[config.mk]
export PLATFORM = sky130hd
export DESIGN_NAME = dac_ltc2624_ctrl
export DESIGN_NICKNAME = d
export VERILOG_FILES = /design/src/rtl/dac_ltc2624_ctrl.sv
export SDC_FILE = /design/constraint.sdc
export NUM_CORES = 1
export LEC_CHECK = 0
export BUFFER_PORTS_ARGS = -buffer_cell sky130_fd_sc_hd__buf_2
export CORE_UTILIZATION = 50
export DETAILED_ROUTE_END_ITERATION = 16
export PLACE_DENSITY_LB_ADDON = 0.25
export SLEW_MARGIN = 10
export SYNTH_ARGS = -nofsm -noshare
export SYNTH_HDL_FRONTEND = slang
export SYNTH_SLANG_ARGS = --single-unit
[constraint.sdc]
create_clock -name CLK50MHZ -period 3.2 [get_ports CLK50MHZ]
set_input_delay 0.16 -clock CLK50MHZ [delete_from_list [all_inputs] [get_ports CLK50MHZ]]
set_output_delay 0.16 -clock CLK50MHZ [all_outputs]
set_load 0.02 [all_outputs]
[src/rtl/dac_ltc2624_ctrl.sv]
// LTC2624 DAC update controller: latches one request on a dactrig rising
// edge and shifts it out as a 32-bit SPI frame, then holds CS high for a
// minimum gap before the next request can be accepted.
//
// state    | meaning
// ---------+---------------------------------------------------------
// S_IDLE   | CS high, waiting for a dactrig rising edge
// S_SCK_LO | SCK low phase, MOSI carries the current bit
// S_SCK_HI | SCK high phase, DAC samples MOSI on the rising edge
// S_HOLD   | last bit shifted, CS held low one more half period
// S_GAP    | CS high, busy still asserted until the gap expires
module dac_ltc2624_ctrl #(
    parameter int DIV = 2,
    parameter int GAP = 4
) (
    input  logic        CLK50MHZ,
    input  logic        RST,
    input  logic [11:0] data,
    input  logic [3:0]  address,
    input  logic [3:0]  command,
    input  logic        dactrig,
    output logic        dacdone,
    output logic        busy,
    output logic        SPI_SCK,
    output logic        SPI_MOSI,
    output logic        DAC_CS,
    output logic        DAC_CLR
);

    localparam int DW = $clog2(DIV) + 1;
    localparam int GW = $clog2(GAP) + 1;
    localparam logic [DW-1:0] DIV_LAST = DW'(DIV - 1);
    localparam logic [GW-1:0] GAP_LAST = GW'(GAP - 1);

    typedef enum logic [2:0] {
        S_IDLE,
        S_SCK_LO,
        S_SCK_HI,
        S_HOLD,
        S_GAP
    } state_t;

    state_t        state_q, state_d;
    logic [DW-1:0] div_q, div_d;
    logic [GW-1:0] gap_q, gap_d;
    logic [4:0]    bit_q, bit_d;
    logic [30:0]   shift_q, shift_d;
    logic          sck_q, sck_d;
    logic          mosi_q, mosi_d;
    logic          cs_q, cs_d;
    logic          done_q, done_d;
    logic          busy_q, busy_d;
    logic          clr_q;
    logic          trig_q;

    logic [31:0]   frame_w;
    logic          start_w;

    assign frame_w = {8'h00, command, address, data, 4'h0};
    assign start_w = dactrig & ~trig_q & (state_q == S_IDLE);

    // Next-state and output decode; outputs are registered so the pins are glitch-free.
    always_comb begin
        state_d = state_q;
        div_d   = div_q;
        gap_d   = gap_q;
        bit_d   = bit_q;
        shift_d = shift_q;
        sck_d   = sck_q;
        mosi_d  = mosi_q;
        cs_d    = cs_q;
        done_d  = 1'b0;
        busy_d  = busy_q;

        case (state_q)
            S_IDLE: begin
                cs_d   = 1'b1;
                sck_d  = 1'b0;
                mosi_d = 1'b0;
                busy_d = 1'b0;
                if (start_w) begin
                    shift_d = frame_w[30:0];
                    mosi_d  = frame_w[31];
                    cs_d    = 1'b0;
                    busy_d  = 1'b1;
                    bit_d   = 5'd31;
                    div_d   = DIV_LAST;
                    state_d = S_SCK_LO;
                end
            end
            S_SCK_LO: begin
                if (div_q == '0) begin
                    sck_d   = 1'b1;
                    div_d   = DIV_LAST;
                    state_d = S_SCK_HI;
                end else begin
                    div_d = div_q - DW'(1);
                end
            end
            S_SCK_HI: begin
                if (div_q == '0) begin
                    sck_d = 1'b0;
                    div_d = DIV_LAST;
                    if (bit_q == 5'd0) begin
                        state_d = S_HOLD;
                    end else begin
                        // Next bit changes on the falling edge so it is stable for the whole high phase.
                        bit_d   = bit_q - 5'd1;
                        mosi_d  = shift_q[30];
                        shift_d = {shift_q[29:0], 1'b0};
                        state_d = S_SCK_LO;
                    end
                end else begin
                    div_d = div_q - DW'(1);
                end
            end
            S_HOLD: begin
                if (div_q == '0) begin
                    cs_d    = 1'b1;
                    mosi_d  = 1'b0;
                    done_d  = 1'b1;
                    gap_d   = GAP_LAST;
                    state_d = S_GAP;
                end else begin
                    div_d = div_q - DW'(1);
                end
            end
            S_GAP: begin
                if (gap_q == '0) begin
                    busy_d  = 1'b0;
                    state_d = S_IDLE;
                end else begin
                    gap_d = gap_q - GW'(1);
                end
            end
            default: begin
                state_d = S_IDLE;
            end
        endcase
    end

    // State and output registers; reset aborts any frame in flight without a done pulse.
    always_ff @(posedge CLK50MHZ) begin
        if (RST) begin
            state_q <= S_IDLE;
            div_q   <= '0;
            gap_q   <= '0;
            bit_q   <= '0;
            shift_q <= '0;
            sck_q   <= 1'b0;
            mosi_q  <= 1'b0;
            cs_q    <= 1'b1;
            done_q  <= 1'b0;
            busy_q  <= 1'b0;
            clr_q   <= 1'b0;
            // Treat the trigger as already high so a level held through reset is not an edge.
            trig_q  <= 1'b1;
        end else begin
            state_q <= state_d;
            div_q   <= div_d;
            gap_q   <= gap_d;
            bit_q   <= bit_d;
            shift_q <= shift_d;
            sck_q   <= sck_d;
            mosi_q  <= mosi_d;
            cs_q    <= cs_d;
            done_q  <= done_d;
            busy_q  <= busy_d;
            clr_q   <= 1'b1;
            trig_q  <= dactrig;
        end
    end

    assign dacdone  = done_q;
    assign busy     = busy_q;
    assign SPI_SCK  = sck_q;
    assign SPI_MOSI = mosi_q;
    assign DAC_CS   = cs_q;
    assign DAC_CLR  = clr_q;

endmodule

# ---- Yosys cells after proc, flatten, opt, wreduce, memory -nomap -nowiden
# Index checks and enable logic that the tools add are counted.
dict set report classes {
  addsub 3
  n_eq_ne 12
  mux 35
  bitwise_logic 4
  n_reduce_logical 21
}
# op n
set op_table {}
lappend op_table {{2-to-1 mux 31 bit} 3}
lappend op_table {{case mux 31 bit (2 select lines)} 1}
lappend op_table {{2-to-1 mux 3 bit} 7}
lappend op_table {{!= test 2 bit (second input constant)} 8}
lappend op_table {{2-to-1 mux 5 bit} 3}
lappend op_table {{case mux 3 bit (5 select lines)} 1}
lappend op_table {{case mux 5 bit (2 select lines)} 1}
lappend op_table {{2-to-1 mux 1 bit} 9}
lappend op_table {{AND reduction 3 bit} 3}
lappend op_table {{nonzero test 3 bit} 3}
lappend op_table {{2-to-1 mux 2 bit} 4}
lappend op_table {{AND reduction 4 bit} 2}
lappend op_table {{nonzero test 2 bit} 4}
lappend op_table {{equality test 3 x 2 -> 1 bit (second input constant)} 2}
lappend op_table {{zero test 3 bit} 2}
lappend op_table {{case mux 1 bit (3 select lines)} 2}
lappend op_table {{case mux 2 bit (3 select lines)} 1}
lappend op_table {{case mux 3 bit (2 select lines)} 1}
lappend op_table {{zero test 5 bit} 1}
lappend op_table {{AND reduction 5 bit} 1}
lappend op_table {{subtractor 5 x 1 -> 5 bit (second input constant)} 1}
lappend op_table {{case mux 1 bit (2 select lines)} 2}
lappend op_table {{AND reduction 2 bit} 2}
lappend op_table {{OR reduction 2 bit} 2}
lappend op_table {{other kinds (7)} 9}
dict set report word_totals {
  register_bits 51
  input_bits 23
  out_inout_bits 6
  word_cells 87
}

# ---- Logic depth before layout (Yosys ltp)
dict set report logic_depth {
  ltp_word 5
  mapped_depth 7
}

# ---- Worst setup path after synthesis
# OpenSTA, ideal clock, no wires.
dict set report synth_path {
  path_kind {register -> register}
  startpoint {register bit_q[0]}
  endpoint {register shift_q[15]}
  setup_ps 81
  arrival_time_ps 1492
  path_slack_ps 1628
  stages_incl_launch_ff 8
  synth_period_minus_slack_ps 1572
  path_cell_list {dfxtp_1 > inv_1 > ha_1 > nor4b_4 > o32ai_4 > buf_6 > buf_4 > a211oi_2}
}
dict set report synth_via {
  elab_chain_len 3
}
# element line
set synth_lines {}
lappend synth_lines {{start: declaration} 46} ;# logic [4:0] bit_q, bit_d;
lappend synth_lines {{start signal: assignment} 162} ;# bit_q <= bit_d;
lappend synth_lines {{zero test 5 bit} 104} ;# if (bit_q == 5'd0) begin
lappend synth_lines {{!= test 2 bit (no source line)} --}
lappend synth_lines {{AND reduction 4 bit (no source line)} --}
lappend synth_lines {{end signal: assignment} 163} ;# shift_q <= shift_d;
lappend synth_lines {{end: declaration} 47} ;# logic [30:0] shift_q, shift_d;
# Every way passes these cells.
# A chain may end at the register's enable or synchronous reset.

# ---- Worst setup path in the final report
dict set report layout_path {
  startpoint {register div_q[0]}
  endpoint {register shift_q[10]}
}
dict set report layout_via {
  elab_chain_len 3
}
# element line
set layout_lines {}
lappend layout_lines {{start: declaration} 44} ;# logic [DW-1:0] div_q, div_d;
lappend layout_lines {{start signal: assignment} 160} ;# div_q <= div_d;
lappend layout_lines {{zero test 2 bit} 101} ;# if (div_q == '0) begin
lappend layout_lines {{!= test 2 bit (no source line)} --}
lappend layout_lines {{AND reduction 4 bit (no source line)} --}
# Every way passes these cells.

==> impl_metrics.yaml <==
run_status:
  status: "finished, final reports clean"
synthesis:
  ys_seq_area_share_pct: 42.2
  synth_top_area_share_pct: 42.2
  synth-xor-area-share_pct: 0
  synth.area.top_cells: "dfxtp_1 42%, mux2i_1 9.9%, a211oi_2 6.2%"
  avgSynthCellArea_um2: 9.33
  synth-compound-area-share_pct: 21.0
  synth_area_um2: 2230
  yosysUniqueCellTypes: 40
  synthMuxAreaShare_pct: 10.4
  synth_top_family_by_area: "compound AO/OA/AOI/OAI gates"
  synth_flop_cell: "dfxtp_1"
  synth_edf_count: 0
  synth_cells: 239
  synthTopCellsByCount: "47 x dfxtp_1, 31 x nor2_1, 22 x mux2i_1"
  synth_top_area_cell: "dfxtp_1"
  synth-simple-area-share_pct: 17.5
  synthArstFlopShare_pct: 0
  yosys.cell_count.top_type: "dfxtp_1"
  synth_fa_ha_area_share_pct: 2.81
  syn_nets: 267
  ys_ff_latch: 47
  yosysWarnings: 0
clock_tree:
  htreeDepth: 2
  cts_hold_buf: 0
  cts_tree: "built"
  clock-sinks: 47
  path_clk_slew_ns: 0.10
  cts_setup_buffers: 0
  post_cts_resized: 0
  cts_made_buffers: 5
  clockBufferDepth: 2
  cts_root_buf: "clkbuf_8"
  clkLatencyLatePin_ns: 0.31
global_routing:
  grtUsageMet2_pct: 27.9
  antenna_found_initial: 0
  grt_pass1_wl_um: 6360
  grt.total_usage_pct: 18.7
  overflow: 0
  grt.busiest_layer: "met2"
  use_met3_pct: 5.10
  grt_pass1_vias: 1410
  use_met1_pct: 24.6
  grt_max_degree: 31
power:
  p_per_area_nw_per_um2: 516
  p_leak_nw: 0.892
  peakVddDrop_v: 0.000306
critical_path:
  worst-path-max-fanout: 23
  startpoint_type: "flop"
  arrival_ns: 2.55
  path_class: "flop to flop"
  crit_required_ns: 3.43
  end_kind: "flop"
route:
  final_antenna_net_count: 0
  drc: 0
  dr.pass1.iters: 4
  drtIter0Drc: 112
  viasPerCell: 5.50
  routed_wl_um: 4130
  wl_per_cell_um: 13.3
  via_count: 1705
final_layout:
  antenna_cells: 0
  multiInputGateArea_um2: 1160
  ff_latch_area_um2: 941
  nets: 287
  area_growth_pct: 11.4
  fillers: 384
  drive_above_1_share_pct: 21.5
sta:
  fin_crit_ns: 2.33
  fmax_mhz: 429
  timing.hold.ws_ns: 0.0736
  rsz0062_at_grt: "no"
  finalCritPeriodShare_pct: 72.8
  final.setup.tns_ns: 0
  tightest_slew_ns: 0.788
  hold_viol_final: 0
  slew_headroom_pct: 47.4
  skew_ns: 0.0140
  slew_violations: 0
  report.final.setup_viol: 0
die:
  num_rows: 23
  pin_count: 29
  start_util_pct: 53.8
  die_h_um: 68.8
  dieArea_um2: 4730
  die_w_um: 68.8
  core_um2: 4140
place:
  port_buffers: 28
  dp_hpwl_um: 2700
  gp_congestion: 0.738
worst_hold_path:
  hold_class: "input pin to flop"
flow_run:
  max_cap_viol_count: 0
-- state kept, by name (all words and copies together), names as in the netlist --
register  flops
shift_q      27
bit_q         5
gap_q         3
state_q       3
div_q         2
DAC_CLR       1
DAC_CS        1
SPI_MOSI      1
SPI_SCK       1
busy          1
dacdone       1
trig_q        1
-- logic make-up (layout without fill, tap and decap cells) --
kind of cell               after synthesis  after routing
muxes                                   23             23
adders and majority gates                5              5
and+or+nand+nor                         76             76
AOI/OAI and AO/OA                       60             60
DFF                                     47             47
buffers and inverters                   28             49
-- critical path, cell delays in order, from the launching register on --
cell	delay, ns
dfxtp_1	0.35
inv_1	0.09
ha_1	0.35
nand4bb_1	0.31
o32ai_4	0.50
buf_4	0.38
nor2_1	0.06
a211oi_1	0.20
-- metal layers --
metal  up-vias  wire length [um]  part of all wire (%)
met3         6               143                   3.5
met1       782              2070                    50
met5         -                 0                     0
met2        23              1840                    45
li1        894                 -                     -
met4         0                77                   1.9
-- cell type report --
cell class	instances	area share [%]
flip-flops and latches	47	37.9
clock buffers	5	2.77
clock inverters	3	1.91
well taps	50	2.52
multi-input cells	164	46.7
repair buffers	32	6.85
inverters	9	1.36
-- path summary, 6_finish.rpt --
| path | cells after the start | to | start | slack (ns) |
|---|---|---|---|---|
| max | 7 | shift_q[10] | div_q[0] | 0.87 |
| min | 2 | trig_q | dactrig | 0.07 |
| max reg2reg | 7 | shift_q[10] | div_q[0] | 0.87 |
| min reg2reg | 1 | gap_q[0] | gap_q[0] | 0.45 |
-- stage by stage --
step                      total power [mW]  setup slack (ns)  std cells  utilization [%]  instance area, um^2
final                                 1.28             0.871        310             59.9                 2480
after global routing                  1.35             0.698        310             59.9                 2480
after CTS                             1.30             0.852        310             59.9                 2480
after detailed placement             0.848             0.903        302             57.1                 2370
after global placement               0.845             0.966        302             57.1                 2370
after floorplan                      0.808              1.63        239                -                 2230
-- placed cells by master, fill, tap and decap left out, types with 2 or more instances in the layout --
cell | netlist | layout
buf_2 | 6 | 28
a211oi_1 | 9 | 9
nor2b_1 | 2 | 2
and2_1 | 3 | 3
a311oi_1 | 4 | 4
mux2i_1 | 22 | 22
dfxtp_1 | 47 | 47
nand2b_1 | 4 | 4
a211oi_2 | 11 | 11
nor3_1 | 4 | 4
nand2_1 | 11 | 11
a21oi_1 | 17 | 17
clkbuf_8 | 0 | 5
a31oi_1 | 3 | 3
inv_1 | 9 | 9
a22oi_1 | 2 | 2
nor3b_1 | 2 | 2
ha_1 | 5 | 5
nand3_1 | 10 | 10
o21ai_0 | 8 | 8
buf_4 | 2 | 4
nor2_1 | 31 | 31
-- power by group --
group | internal, mW | switching [mW] | leakage [nW]
clock network | 0.237 | 0.207 | 0.0587
logic | 0.0854 | 0.108 | 0.450
registers | 0.616 | 0.0261 | 0.383
total | 0.939 | 0.342 | 0.892
No activity file was read; power rests on OpenSTA's default activity.
